==> src/rtl/add_scheduler_pkg.sv <==
// Shared definitions for the add_scheduler block: the FSM state encoding
// and the default operand and slice widths.
package add_scheduler_pkg;

  typedef enum logic [1:0] {
    IDLE = 2'd0,
    ADD  = 2'd1,
    RESP = 2'd2
  } state_t;

  localparam int DEFAULT_WIDTH = 32;
  localparam int DEFAULT_SLICE = 8;

endpackage

==> src/rtl/slice_adder.sv <==
// Single SLICE-bit combinational adder with carry in and carry out.
// It is the only adder in the scheduler and is reused on every slice.
module slice_adder #(
  parameter int SLICE = 8
) (
  input  logic [SLICE-1:0] a,
  input  logic [SLICE-1:0] b,
  input  logic             cin,
  output logic [SLICE-1:0] sum,
  output logic             cout
);

  assign {cout, sum} = {1'b0, a} + {1'b0, b} + {{SLICE{1'b0}}, cin};

endmodule

==> src/rtl/add_scheduler.sv <==
// Round-robin arbiter that shares one SLICE-bit adder among NREQ requesters,
// computing each WIDTH-bit sum serially over WIDTH/SLICE cycles.
module add_scheduler
  import add_scheduler_pkg::*;
#(
  parameter int NREQ  = 4,
  parameter int WIDTH = DEFAULT_WIDTH,
  parameter int SLICE = DEFAULT_SLICE
) (
  input  logic                     clk,
  input  logic                     rst,
  input  logic [NREQ-1:0]          req_valid,
  output logic [NREQ-1:0]          req_ready,
  input  logic [NREQ*WIDTH-1:0]    req_opa,
  input  logic [NREQ*WIDTH-1:0]    req_opb,
  output logic                     rsp_valid,
  input  logic                     rsp_ready,
  output logic [$clog2(NREQ)-1:0]  rsp_id,
  output logic [WIDTH-1:0]         rsp_sum,
  output logic                     rsp_carry,
  output logic                     busy
);

  localparam int NSLICE = WIDTH / SLICE;
  localparam int KW     = (NSLICE > 1) ? $clog2(NSLICE) : 1;
  localparam int IDW    = $clog2(NREQ);
  localparam logic [KW-1:0]  K_LAST  = KW'(NSLICE - 1);
  localparam logic [IDW-1:0] ID_LAST = IDW'(NREQ - 1);

  state_t           state, state_nxt;
  logic [IDW-1:0]   ptr, id, grant_id;
  logic             grant_any;
  logic [KW-1:0]    k;
  logic             carry;
  logic [WIDTH-1:0] opa, opb, sum;
  logic [SLICE-1:0] slice_sum;
  logic             slice_cout;

  // First valid requester at or after start, searching cyclically.
  function automatic logic [IDW:0] rr_pick(input logic [NREQ-1:0] valid,
                                           input logic [IDW-1:0]  start);
    logic [IDW:0] pick;
    int idx;
    pick = '0;
    for (int j = NREQ - 1; j >= 0; j--) begin
      idx = (int'(start) + j) % NREQ;
      if (valid[idx]) pick = {1'b1, IDW'(idx)};
    end
    return pick;
  endfunction

  assign {grant_any, grant_id} = rr_pick(req_valid, ptr);

  slice_adder #(.SLICE(SLICE)) u_slice_adder (
    .a    (opa[k*SLICE +: SLICE]),
    .b    (opb[k*SLICE +: SLICE]),
    .cin  (carry),
    .sum  (slice_sum),
    .cout (slice_cout)
  );

  always_ff @(posedge clk) begin
    if (rst) state <= IDLE;
    else     state <= state_nxt;
  end

  always_comb begin
    state_nxt = state;
    req_ready = '0;
    case (state)
      IDLE: if (grant_any && !rst) begin
        req_ready[grant_id] = 1'b1;
        state_nxt           = ADD;
      end
      ADD:  if (k == K_LAST) state_nxt = RESP;
      RESP: if (rsp_ready)   state_nxt = IDLE;
      default: state_nxt = IDLE;
    endcase
  end

  // Operand latch, serial slice accumulation and pointer advance.
  always_ff @(posedge clk) begin
    if (rst) begin
      ptr   <= '0;
      k     <= '0;
      carry <= 1'b0;
      id    <= '0;
      sum   <= '0;
    end else begin
      case (state)
        IDLE: if (grant_any) begin
          opa   <= req_opa[grant_id*WIDTH +: WIDTH];
          opb   <= req_opb[grant_id*WIDTH +: WIDTH];
          id    <= grant_id;
          k     <= '0;
          carry <= 1'b0;
        end
        ADD: begin
          sum[k*SLICE +: SLICE] <= slice_sum;
          carry                 <= slice_cout;
          k                     <= (k == K_LAST) ? '0 : k + KW'(1);
        end
        RESP: if (rsp_ready) ptr <= (id == ID_LAST) ? '0 : id + IDW'(1);
        default: ;
      endcase
    end
  end

  // Outputs read as idle while reset is held, even before the reset edge lands.
  assign rsp_valid = (state == RESP) && !rst;
  assign busy      = (state != IDLE) && !rst;
  assign rsp_id    = rst ? '0 : id;
  assign rsp_sum   = rst ? '0 : sum;
  assign rsp_carry = rst ? 1'b0 : carry;

endmodule

==> config.mk <==
export PLATFORM = sky130hd
export DESIGN_NAME = add_scheduler
export DESIGN_NICKNAME = d
export VERILOG_FILES = /design/src/rtl/add_scheduler_pkg.sv /design/src/rtl/slice_adder.sv /design/src/rtl/add_scheduler.sv
export SDC_FILE = /design/constraint.sdc
export NUM_CORES = 1
export LEC_CHECK = 0
export CAP_MARGIN = 20
export CORE_MARGIN = 3
export CORE_UTILIZATION = 30
export CTS_CLUSTER_DIAMETER = 50
export DETAILED_ROUTE_END_ITERATION = 10
export DONT_BUFFER_PORTS = 1
export PLACE_DENSITY = 0.53
export RECOVER_POWER = 100
export REMOVE_ABC_BUFFERS = 1
export SYNTH_ARGS = -nofsm -noshare
export SYNTH_HDL_FRONTEND = slang
export SYNTH_SLANG_ARGS = --single-unit
==> constraint.sdc <==
create_clock -name clk -period 10.8 [get_ports clk]
set_clock_uncertainty 0.2 [all_clocks]
set_input_delay 0.54 -clock clk [delete_from_list [all_inputs] [get_ports clk]]
set_output_delay 0.54 -clock clk [all_outputs]
set_load 0.01 [all_outputs]
* Yosys cells after proc, flatten, opt, wreduce, memory -nomap -nowiden
Index checks and enable logic that the tools add are counted.
** Cells by class
- $add $sub $neg :: 8
- Magnitude comparators :: 6
- Equality and inequality tests :: 8
- Shifts and indexed selects :: 6
- Multiplexer cells :: 33
- Bitwise gates (word level) :: 4
- Reductions and logical operators :: 16
** Operator list (number)
- variable part select 128 x 8 -> 32 bit :: 2
- variable part select 32 x 6 -> 8 bit :: 2
- negation 5 -> 34 bit :: 1
- variable shift 8 x 34 -> 32 bit (first input constant) :: 1
- variable part select 8 x 34 -> 32 bit :: 1
- bitwise mux 32 bit :: 1
- two-way mux 32 bit :: 1
- two-way mux 2 bit :: 7
- less-than comparator 3 x 4 -> 1 bit (second input constant) :: 3
- two-way mux 3 bit :: 4
- two-way mux 1 bit :: 10
- adder 8 x 8 -> 9 bit :: 1
- adder 9 x 1 -> 9 bit :: 1
- binary-select mux 1 bit (select 2 bit) :: 4
- two-way mux 4 bit :: 2
- inequality test 2 bit (second input constant) :: 4
- adder 2 x 1 -> 2 bit (second input constant) :: 3
- equality test 2 bit (second input constant) :: 3
- less-than comparator 2 x 3 -> 1 bit (second input constant) :: 2
- one-hot mux 2 bit (3 select lines) :: 1
- AND reduction 2 bit :: 3
- AND reduction 3 bit :: 2
- OR reduction 2 bit :: 3
- adder 2 bit (second input constant) :: 2
- other kinds (11) :: 17
** Word-level totals
- Bits in registers :: 105
- Bits of input ports :: 263
- Output and inout port bits :: 41
- Word-level logic and storage cells :: 89

* Depth between registers and ports, before layout
- Word-level depth :: 16
- Depth in mapped cells :: 8
- Gate-level depth less buffers :: 7

* Cells and area by module
Synthesis repeated with hierarchy kept, for this count alone.
** Unflattened totals
- Cell total of the unflattened synthesis :: 559
- Area total of the unflattened synthesis :: 6655.1 um2
** Modules (own cells, without submodules)
- add_scheduler :: instances 1, cells an instance 517, area an instance 6323.6 um2, seq. area each 2742.6 um2
- slice_adder :: instances 1, cells an instance 42, area an instance 331.6 um2, seq. area each 0.0 um2

* Worst setup path before layout
Ideal clock, no wire load.
- Kind :: input -> output
- From :: input port req_valid[0]
- To :: output port req_ready[2]
- Arrival time :: 4.514 ns
- Required time :: 10.060 ns
- Slack :: 5.546 ns
- Stages on the path :: 5
- Path buffers :: 1
- Cells stage by stage :: buf_2 -> nor2_1 -> a211o_1 -> nor2_1 -> and3_2
** Between the ends
- Longest elaborated chain between the ends :: 13
- Elaborated cells between the ends (all ways) :: 23
- Those cells by class :: order compare: 2; mux: 19; reduce/logical: 2
** Ends and longest elaborated chain
- from (decl) :: line add_scheduler.sv:12 : input logic [NREQ-1:0] req_valid,
- binary-select mux 1 bit (select 2 bit) :: line add_scheduler.sv:47 : if (valid[idx]) pick = {1'b1, IDW'(idx)};
- two-way mux 1 bit (implied by the code) (2 in series) :: line add_scheduler.sv:47
- two-way mux 3 bit (3 in series) :: line add_scheduler.sv:47
- two-way mux 3 bit (*) :: line add_scheduler.sv:47
- less-than comparator 2 x 3 -> 1 bit (implied by the code) or >= comparator 2 x 1 -> 1 bit (tied branches) :: line add_scheduler.sv:72 : req_ready[grant_id] = 1'b1;
- logical AND 1 bit (implied by the code) :: line add_scheduler.sv:72
- two-way mux 1 bit (implied by the code) :: line add_scheduler.sv:72
- demux 1 bit (select 2 bit) :: line add_scheduler.sv:72
- two-way mux 4 bit (*) :: line add_scheduler.sv:71 : IDLE: if (grant_any && !rst) begin
- two-way mux 4 bit (*) :: line add_scheduler.sv:70 : case (state)
- to (decl) :: line add_scheduler.sv:13 : output logic [NREQ-1:0] req_ready,
Every way passes the cells marked *; elsewhere a longest branch is shown, timed or not. The select of a mux whose other input is x is not followed.

* Worst setup path after layout
- From :: register ptr[1]
- To :: register opb[9] (data pin)
** Between the ends
- Longest elaborated chain between the ends :: 9
- Elaborated cells between the ends (all ways) :: 19
- Those cells by class :: add/sub: 3; shift: 1; mux: 15
** Ends and longest elaborated chain
- from (decl) :: line add_scheduler.sv:31 : logic [IDW-1:0] ptr, id, grant_id;
- from (signal assigned) :: line add_scheduler.sv:103 : RESP: if (rsp_ready) ptr <= (id == ID_LAST) ? '0 : id + IDW'(1);
- adder 2 bit :: line add_scheduler.sv:46 : idx = (int'(start) + j) % NREQ;
- binary-select mux 1 bit (select 2 bit) :: line add_scheduler.sv:47
- two-way mux 1 bit (implied by the code) (2 in series) :: line add_scheduler.sv:47
- two-way mux 3 bit (3 in series) :: line add_scheduler.sv:47
- two-way mux 3 bit (*) :: line add_scheduler.sv:47
- variable part select 128 x 8 -> 32 bit (*) :: line add_scheduler.sv:93 : opb <= req_opb[grant_id*WIDTH +: WIDTH];
- to (signal assigned) :: line add_scheduler.sv:93
- to (decl) :: line add_scheduler.sv:35 : logic [WIDTH-1:0] opa, opb, sum;
Marked as above.
A chain may end at the register's enable or synchronous reset.

==> impl_metrics.yaml <==
outcome:
  outcome: "complete, but fails checks"
  violations: "capacitance limit, slew limit"
sta:
  hold_violations: 0
  relSlewSlack_pct: -131.2
  tightest_slew_ns: 3.468
  drv_slew: 139
  rsz0062_at_grt: "false"
  setup_viol: 0
  period_share_pct: 56.11
  setup_tns_ns: 0
  fin_crit_ns: 6.060
  fmax_ghz: 0.1650
clocking:
  cts_sinks: 105
  post-cts-setup-buffers: 0
  cts-resized-gates: 0
  clockBufferDepth: 2
  clock_latency_ns: 0.35
  cts_made_buffers: 9
  clk_pin_slew_worst_paths_ns: 0.07
  htreeDepth: 3
  cts-root-buf: "clkbuf_16"
  ctsHoldBuffers: 0
  cts_tree: "done"
power:
  p_int_uw: 735.3
  p_seq_share_pct: 46.7
  p_leak_uw: 0.002971
  switching_power_uw: 272.7
  clock_power_share_pct: 31.8
  ir_drop_mv: 0.06869
  combPwrFrac_pct: 21.5
  p_sw_share_pct: 27.05
  p_per_area_nw_per_um2: 140.1
drt:
  first_pass_iters: 4
  num_vias: 4431
  routedWlPerCell_microns: 20.12
  vias_per_cell: 5.332
  antenna_left: 0
  finalWirelength_mm: 16.72
  drc: 0
  first_iter_violations: 178
floorplan:
  die_width_microns: 157.3
  boundaryPins: 304
  num_rows: 54
  dieArea_sq_um: 24760
  design.core.area_sq_um: 22160
  die_h_microns: 157.3
  start_util_pct: 31.01
synthesis:
  syn-mean-instance-area_sq_um: 12.16
  synth_cells: 565
  yosys_warnings: 0
  yosysUniqueCellTypes: 54
  synth_seq_area_share_pct: 39.91
  ys_ff_latch: 105
  ys_async_sr_fraction_pct: 0
  netlist_area_sq_um: 6872
  synth_edf_count: 64
  ys.flop_type: "edfxtp_1"
global_route:
  antenna_found_initial: 0
  grt_max_degree: 82
  grt_pass1_vias: 4511
  grt.total_usage_pct: 12.91
  grt_pass1_wl_mm: 24.44
  grt-ovfl-total: 0
setup_path:
  critPathSlowestCell: "clkbuf_1"
  path_cells: "or3b_1 > o221ai_4 > clkbuf_1 > clkbuf_1 > buf_16 > mux2i_1 > mux2i_1"
  critPathBufInv: 3
  crit_required_ns: 10.66
  r2r-end: "opb[9]$_DFFE_PP_"
  cp_data_arrival_time_ns: 5.92
  crit_path_end_kind: "flop"
  r2r_setup_slack_ns: 4.74
  critPathMaxStageDelay_ns: 2.45
  ff2ff_path_depth: 7
  r2r-start: "ptr[1]$_SDFFE_PP0P_"
  start_kind: "flop"
  crit_type: "flop to flop"
  cp_max_fo: 59
  cpLargestDelayFamily: "buffers and inverters"
place:
  post-place-cells: 814
  gp_congestion: 0.7877
  numPortBuffers: 0
  dp_hpwl_mm: 12.99
worst_hold_path:
  worstHoldStart: "rst"
  whs_endpoint: "id[0]$_SDFFE_PP0P_"
  hold_class: "input port to flop"
  whs_path_depth: 1
layout:
  nNetsFinal: 825
  n_fill_cell: 2236
  area_growth_pct: 4.698
  drive_gt1_share_pct: 7.078
  diodes: 0
  final_cells: 831
run:
  maxCapViolations: 3
cells in the mapped netlist, types with 2 or more instances:
cell | number | area (sq um)
and2_1 | 5 | 31.28
nor2_1 | 21 | 78.83
bufbuf_8 | 3 | 56.30
nand3_1 | 3 | 15.01
nand2_1 | 16 | 60.06
o21ai_0 | 8 | 40.04
o2bb2ai_1 | 19 | 166.4
a21o_1 | 4 | 30.03
buf_2 | 10 | 50.05
mux2i_1 | 194 | 1942
edfxtp_1 | 64 | 1922
a211oi_1 | 3 | 22.52
mux4_2 | 16 | 360.4
and3_1 | 2 | 12.51
o21a_1 | 5 | 37.54
a31oi_1 | 3 | 18.77
fa_1 | 2 | 40.04
buf_12 | 11 | 220.2
nor3_1 | 9 | 45.04
dfxtp_1 | 41 | 820.8
or3_1 | 6 | 37.54
buf_4 | 2 | 15.01
nand2b_1 | 7 | 43.79
a22oi_1 | 3 | 22.52
buf_1 | 2 | 7.510
xor2_1 | 2 | 17.52
a2111oi_0 | 2 | 17.52
nor2b_1 | 36 | 225.2
o211ai_1 | 3 | 22.52
ha_1 | 14 | 175.2
inv_1 | 7 | 26.28
a21oi_1 | 13 | 65.06
nand4_1 | 2 | 12.51
clkbuf_1 | 7 | 26.28
flip-flops by register name, indices dropped and copies added, names as in the netlist:
register and cells:
sum 32, opa 32, ptr 2, id 2
carry 1, state 2, opb 32, k 2
cells in the final DEF (no fill, tap or decap), types with 13 or more instances in the layout:
master       n
nand2_1     16
edfxtp_1    64
a21oi_1     13
mux2i_1    194
o2bb2ai_1   19
nor2_1      21
ha_1        14
dfxtp_1     41
mux4_2      16
nor2b_1     36
routing by layer:
| metal | GRT usage (%) | part of all wire [%] | vias up | routed length [microns] |
|---|---|---|---|---|
| met4 | 4.008 | 2.0 | 0 | 334 |
| li1 | - | - | 2106 | - |
| met1 | 14.93 | 40 | 2120 | 6609 |
| met5 | 0 | 0 | - | 0 |
| met2 | 23.30 | 52 | 187 | 8723 |
| met3 | 3.382 | 6.3 | 18 | 1056 |
cells by family after synthesis:
kind of cell             synth area share (%)
flip-flops                              39.91
XOR/XNOR                               0.3824
multiplexers                            33.50
buffers and inverters                   6.009
adder cells (fa/ha/maj)                 3.132
AO/OA/AOI/OAI                           8.012
AND/OR/NAND/NOR                         9.050
cell type report:
type	count	area, sq um	share of cell area, %
multi-input combinational	417	3736	51.93
sequential	105	2743	38.12
tap	280	350.3	4.870
clock buffer	10	229.0	3.183
clock inverter	6	60.06	0.8348
timing repair buffer	6	50.05	0.6957
inverter	7	26.28	0.3652
stage by stage:
stage	cell area [sq um]	setup WS [ns]	total power, uW	util [%]	hold slack (ns)
after floorplan	6485	3.754	660.3	-	0.2212
after global placement	6902	7.126	688.3	31.14	0.2490
after detailed placement	6902	7.043	694.9	31.14	0.2617
after CTS	7191	7.029	1021	32.45	0.03785
after global routing	7194	4.364	1064	32.46	0.04450
final	7194	4.740	1008	32.46	0.06556
worst max path at each step:
stage / cells past startpoint / startpoint / endpoint / slack [ns]
3_3_place_gp: 7 / k[0]$_SDFFE_PP0P_ / sum[14]$_SDFFE_PP0P_ / 7.13
3_5_place_dp: 6 / req_valid[1] / opa[8]$_DFFE_PP_ / 7.04
5_1_grt: 7 / ptr[1]$_SDFFE_PP0P_ / opb[9]$_DFFE_PP_ / 4.36
4_1_cts: 7 / k[0]$_SDFFE_PP0P_ / sum[14]$_SDFFE_PP0P_ / 7.03
6_report: 7 / ptr[1]$_SDFFE_PP0P_ / opb[9]$_DFFE_PP_ / 4.74
2_1_floorplan: 3 / req_valid[1] / req_ready[3] / 3.75
power groups by stage:
stage	logic, uW	registers [uW]	clock network [uW]
floorplan	185	476	0
global placement	209	479	0
finish	216	471	321
detailed placement	215	480	0
global route	241	474	348
CTS	217	471	334
Power figures use the tool's default switching activity.
